<file path="src/rtl/csa_pkg.sv">
// rtl/csa_pkg.sv - sizing helpers and stage control type for the CSA resolve pipeline
package csa_pkg;

    typedef struct packed {
        logic valid;
        logic carry;
    } seg_ctl_t;

    function automatic int seg_count(input int in_w, input int seg_w);
        return (in_w + seg_w - 1) / seg_w;
    endfunction

    function automatic int seg_lo(input int seg_w, input int k);
        return k * seg_w;
    endfunction

    // The top segment takes whatever bits are left over, so it may be narrower.
    function automatic int seg_width(input int in_w, input int seg_w, input int k);
        int lo;
        lo = k * seg_w;
        return ((in_w - lo) < seg_w) ? (in_w - lo) : seg_w;
    endfunction

endpackage

</file>
<file path="src/rtl/csa_resolve_seg.sv">
// rtl/csa_resolve_seg.sv - one carry-chain segment: W-bit add with carry-in, enabled register
module csa_resolve_seg
    import csa_pkg::*;
#(
    parameter int IN_W = 4,
    parameter int LO   = 0,
    parameter int W    = 2
) (
    input  logic            clk,
    input  logic            rst_n,
    input  logic            i_en,
    input  logic            i_valid,
    input  logic [IN_W-1:0] i_lane,
    input  logic [W-1:0]    i_carry,
    input  logic            i_cin,
    output logic            o_valid,
    output logic [IN_W-1:0] o_lane,
    output logic            o_cout
);

    logic [W:0]      w_add;
    logic [IN_W-1:0] w_lane_nxt;
    seg_ctl_t        r_ctl;
    logic [IN_W-1:0] r_lane;

    assign w_add = {1'b0, i_lane[LO+W-1:LO]} + {1'b0, i_carry} + {{W{1'b0}}, i_cin};

    // The lane holds resolved bits below LO+W and raw sum bits above it.
    always_comb begin
        w_lane_nxt              = i_lane;
        w_lane_nxt[LO+W-1:LO]   = w_add[W-1:0];
    end

    always_ff @(posedge clk or negedge rst_n) begin
        if (!rst_n) begin
            r_ctl  <= '0;
            r_lane <= '0;
        end else if (i_en) begin
            r_ctl.valid <= i_valid;
            r_ctl.carry <= w_add[W];
            r_lane      <= w_lane_nxt;
        end
    end

    assign o_valid = r_ctl.valid;
    assign o_cout  = r_ctl.carry;
    assign o_lane  = r_lane;

endmodule

</file>
<file path="src/rtl/csa_resolve_pipe.sv">
// rtl/csa_resolve_pipe.sv - segmented carry-propagate adder resolving a CSA sum/carry pair
module csa_resolve_pipe
    import csa_pkg::*;
#(
    parameter int IN_W  = 4,
    parameter int SEG_W = 2
) (
    input  logic            clk,
    input  logic            rst_n,
    input  logic            i_valid,
    output logic            o_ready,
    input  logic [IN_W-1:0] i_sum,
    input  logic [IN_W-1:0] i_carry,
    output logic            o_valid,
    input  logic            i_ready,
    output logic [IN_W:0]   o_result
);

    localparam int NSEG = seg_count(IN_W, SEG_W);

    logic w_en;

    // Single global stall: the whole pipe advances only when the output slot frees up.
    assign w_en    = !o_valid || i_ready;
    assign o_ready = w_en;

    for (genvar k = 0; k < NSEG; k++) begin : g_stage
        localparam int LO = seg_lo(SEG_W, k);
        localparam int W  = seg_width(IN_W, SEG_W, k);

        logic [IN_W-LO-1:0] w_car_src;
        logic [IN_W-1:0]    w_lane_in;
        logic [IN_W-1:0]    w_lane;
        logic               w_vin;
        logic               w_cin;
        logic               w_valid;
        logic               w_cout;

        if (k == 0) begin : g_head
            assign w_car_src = i_carry;
            assign w_lane_in = i_sum;
            assign w_vin     = i_valid;
            assign w_cin     = 1'b0;
        end else begin : g_body
            assign w_car_src = g_stage[k-1].g_car.r_car;
            assign w_lane_in = g_stage[k-1].w_lane;
            assign w_vin     = g_stage[k-1].w_valid;
            assign w_cin     = g_stage[k-1].w_cout;
        end

        csa_resolve_seg #(
            .IN_W (IN_W),
            .LO   (LO),
            .W    (W)
        ) u_seg (
            .clk     (clk),
            .rst_n   (rst_n),
            .i_en    (w_en),
            .i_valid (w_vin),
            .i_lane  (w_lane_in),
            .i_carry (w_car_src[W-1:0]),
            .i_cin   (w_cin),
            .o_valid (w_valid),
            .o_lane  (w_lane),
            .o_cout  (w_cout)
        );

        // Carry bits not yet consumed travel alongside, right-aligned to the next segment.
        if (k < NSEG - 1) begin : g_car
            logic [IN_W-LO-W-1:0] r_car;

            always_ff @(posedge clk or negedge rst_n) begin
                if (!rst_n) begin
                    r_car <= '0;
                end else if (w_en) begin
                    r_car <= w_car_src[IN_W-LO-1:W];
                end
            end
        end
    end

    assign o_valid  = g_stage[NSEG-1].w_valid;
    assign o_result = {g_stage[NSEG-1].w_cout, g_stage[NSEG-1].w_lane};

endmodule

</file>
<file path="config.mk">
export PLATFORM = sky130hd
export DESIGN_NAME = csa_resolve_pipe
export DESIGN_NICKNAME = d
export VERILOG_FILES = /design/src/rtl/csa_pkg.sv /design/src/rtl/csa_resolve_seg.sv /design/src/rtl/csa_resolve_pipe.sv
export SDC_FILE = /design/constraint.sdc
export NUM_CORES = 1
export LEC_CHECK = 0
export BUFFER_PORTS_ARGS = -buffer_cell sky130_fd_sc_hd__clkbuf_2
export CORE_MARGIN = 5
export CORE_UTILIZATION = 35
export CTS_BUF_LIST = sky130_fd_sc_hd__clkbuf_4
export DETAILED_ROUTE_END_ITERATION = 12
export PLACE_DENSITY = 0.57
export SETUP_SLACK_MARGIN = 0.2
export SLEW_MARGIN = 25
export SYNTH_ARGS = -nofsm -noshare
export SYNTH_HDL_FRONTEND = slang
export SYNTH_SLANG_ARGS = --single-unit
</file>
<file path="constraint.sdc">
create_clock -name clk -period 1.6 [get_ports clk]
set_clock_uncertainty 0.2 [all_clocks]
set_input_delay 0.4 -clock clk [delete_from_list [all_inputs] [get_ports clk]]
set_output_delay 0.4 -clock clk [all_outputs]
set_load 0.01 [all_outputs]
</file>
==> impl_metrics.env <==
export IMPL_status="finished, violations left"
export IMPL_violations="setup timing"
export IMPL_synth_top_family_by_area="multiplexers"
export IMPL_min_path_cells=2
export IMPL_drt_initial_drc_count=1
export IMPL_swShare_pct=27.5
export IMPL_root_buffer="clkbuf_4"
export IMPL_r2r_start="g_stage[0].g_car.r_car[0]"
export IMPL_drc_errors=0
export IMPL_regArea_um2=352
export IMPL_finalCritPeriodShare_pct=102
export IMPL_internal_power_uw=726
export IMPL_antenna_found_initial=0
export IMPL_cts_buffers_inserted=3
export IMPL_die_y_um=53.7
export IMPL_yosys_cell_types_count=14
export IMPL_pwr_share_clk_pct=18.4
export IMPL_max_stage_delay_ns=0.50
export IMPL_synth_top_cell_area_share_pct=52.4
export IMPL_hold_path_end="g_stage[0].g_car.r_car[1]"
export IMPL_insertion_delay_ns=0.27
export IMPL_yosysSeqAreaShare_pct=52.4
export IMPL_synthMuxAreaShare_pct=16.7
export IMPL_cts_tree="done"
export IMPL_grt_pass1_wl_um=1990
export IMPL_grt_pass1_vias=486
export IMPL_wirelength_um=1190
export IMPL_die_w_um=53.7
export IMPL_rrSetupSlack_ns=-0.04
export IMPL_firstDrtPassIters=2
export IMPL_combPwrFrac_pct=34.9
export IMPL_ys_seq_elements=14
export IMPL_cellLeakagePower_uw=0.000471
export IMPL_track_usage_pct=10.1
export IMPL_num_vias=435
export IMPL_fin_ws_ns=-0.0355
export IMPL_hold_path_class="input port to flop"
export IMPL_ys_flop_type="dfrtp_1"
export IMPL_numPortBuffers=18
export IMPL_syn_area_um2=668
export IMPL_synthCells=48
export IMPL_drv_cap=0
export IMPL_dieArea_um2=2880
export IMPL_r2r_end="g_stage[1].u_seg.o_lane[3]"
export IMPL_cts_sinks=14
export IMPL_p_sw_uw=275
export IMPL_start_util_pct=37.9
export IMPL_yosys_area_share_adder_pct=10.9
export IMPL_wire_per_inst_um=11.7
export IMPL_async_flop_share_pct=100
export IMPL_place_ws_ns=-0.0400
export IMPL_via_per_inst=4.31
export IMPL_cts_max_level=1
export IMPL_clk_path_buf_depth=2
export IMPL_final_cells=101
export IMPL_power_density_nw_per_um2=1070
export IMPL_synth_xor_area_share_pct=0
export IMPL_arrival_ns=1.59
export IMPL_fill_cells=170
export IMPL_dp_hpwl_um=822
export IMPL_yosysWarnings=0
export IMPL_min_delay_start="i_carry[3]"
export IMPL_crit_chain="inv_2, fa_2, fa_1, a21oi_2"
export IMPL_cpMaxStageDelayCell="fa_1"
export IMPL_irDropWorstVdd_v=0.000679
export IMPL_r2r_cells=4
export IMPL_synth_avg_cell_area_um2=13.9
export IMPL_path_clk_slew_ns=0.08
export IMPL_syn2layout_area_growth_pct=39.7
export IMPL_grt_start_max_net_pins=15
export IMPL_rsz0062_at_grt="true"
export IMPL_rows=15
export IMPL_synth_area_leaders="dfrtp_1, fa_1, mux2_2, mux2_4, inv_1"
export IMPL_overflow=0
export IMPL_fmax_mhz=611
export IMPL_seqPwrFrac_pct=46.7
export IMPL_min_period_ns=1.64
export IMPL_synth_compound_area_share_pct=3.00
export IMPL_critPathTopFamily="adder cells"
export IMPL_maxSlewViolCount=0
export IMPL_insertedDiodeCount=0
export IMPL_critical_path_startpoint_type="flop"
export IMPL_gp_congestion=0.668
export IMPL_worstSetupPathType="flop to flop"
export IMPL_hold_viol=0
export IMPL_tns_ns=-0.0355
export IMPL_synth_edf_count=0
export IMPL_dp_cells=89
export IMPL_path_buf_inv=1
export IMPL_cp_num_cells=4
export IMPL_end_kind="flop"
export IMPL_ioPinCount=19
export IMPL_ant_nets=0
export IMPL_synth_common_cells="dfrtp_1, inv_1, mux2_2, a21oi_1, nor3b_1"
export IMPL_syn_num_nets=64
export IMPL_cp_required_ns=1.56
export IMPL_yosys_area_share_simple_pct=7.49
export IMPL_hold_ws_ns=0.158
export IMPL_relSlewSlack_pct=76.9
export IMPL_core_area_um2=1760
export IMPL_setup_violations=1
export IMPL_crit_fanout=2
export IMPL_fin_nets=94
export IMPL_yosysMostFrequentCell="dfrtp_1"
export IMPL_worst_slew_pin_slew_ns=0.347
export IMPL_multi_input_area_um2=295
export IMPL_yosys_area_top_type="dfrtp_1"
export IMPL_final_layout_size_suffix_gt1_share_pct=61.8
## worst reg2reg max path, stage by stage, from the launching register on
cell and delay, ns:
dfrtp_1 0.36, inv_2 0.05, fa_2 0.38, fa_1 0.50, a21oi_2 0.05
## logic make-up after synthesis
kind of cell             count (synthesis)
buffers and inverters                   11
adder cells (fa/ha/maj)                  4
multiplexers                             9
AND/OR/NAND/NOR                          6
AO/OA/AOI/OAI                            4
flip-flops                              14
## what timing repair did
| action | 4_1_cts | 5_1_grt |
|---|---|---|
| hold buffers | 1 | 0 |
| buffers inserted | 3 | 5 |
| hold endpoints to repair | 14 | 0 |
| resized for setup | 3 | 20 |
| setup endpoints to repair | 4 | 9 |
| pin swaps | 1 | 0 |
## through the flow
step	power, µW	area, µm²	utilization (%)
after detailed placement	714	778	44.1
after CTS	921	838	47.5
after global routing	1070	933	52.9
after floorplan	637	683	-
after global placement	707	778	44.1
final	1000	933	52.9
## power groups by stage
stage	Combinational (µW)	Sequential (µW)	Clock, µW
after floorplan	153	484	0
after global placement	237	470	0
after detailed placement	240	474	0
after CTS	260	467	194
after global routing	384	475	215
final	350	467	184
## flip-flops by register name (all words and copies together), names as in the netlist
register	flops
g_stage.g_car.r_car	2
g_stage.u_seg.o_cout	2
g_stage.u_seg.o_valid	2
g_stage.u_seg.o_lane	8
## placed cells by master, fill, tap and decap left out
cell | Yosys | final
dfrtp_1 | 14 | 13
clkbuf_2 | 0 | 11
mux2_4 | 3 | 8
buf_4 | 1 | 7
inv_1 | 8 | 5
nor3b_1 | 4 | 4
buf_6 | 1 | 4
buf_2 | 0 | 4
inv_2 | 0 | 3
clkbuf_4 | 0 | 3
a21oi_1 | 4 | 2
a21oi_2 | 0 | 2
fa_1 | 3 | 2
nand2b_4 | 1 | 1
mux2i_1 | 1 | 1
nand2b_1 | 1 | 1
fa_2 | 0 | 1
ha_4 | 0 | 1
dfrtp_2 | 0 | 1
dlygate4sd3_1 | 0 | 1
buf_12 | 0 | 1
## worst max-delay path by stage
stage,from,endpoint,slack [ns]
final,g_stage[0].g_car.r_car[0],g_stage[1].u_seg.o_lane[3],-0.04
after global routing,g_stage[0].g_car.r_car[0],g_stage[1].u_seg.o_lane[3],-0.09
after CTS,g_stage[0].g_car.r_car[0],g_stage[1].u_seg.o_lane[3],-0.04
after detailed placement,g_stage[0].u_seg.o_lane[2],g_stage[1].u_seg.o_lane[3],-0.04
after global placement,g_stage[0].u_seg.o_lane[2],g_stage[1].u_seg.o_lane[3],-0.006
after floorplan,g_stage[0].u_seg.o_lane[2],g_stage[1].u_seg.o_lane[3],0.008
## layer usage
layer	up-vias	wire length (µm)	global-route usage (%)
li1	210	-	-
met1	209	481	10.1
met2	14	601	17.1
met3	2	86	5.26
met4	0	16	5.11
met5	-	0	0
## area by class of cell
type | instances | share of cell area (%)
clock buffer | 3 | 2.41
inverter | 8 | 3.22
multi-input combinational | 23 | 31.6
sequential | 14 | 37.7
tap | 25 | 3.35
timing repair buffer | 28 | 21.7
No activity file was read; power rests on OpenSTA's default activity.
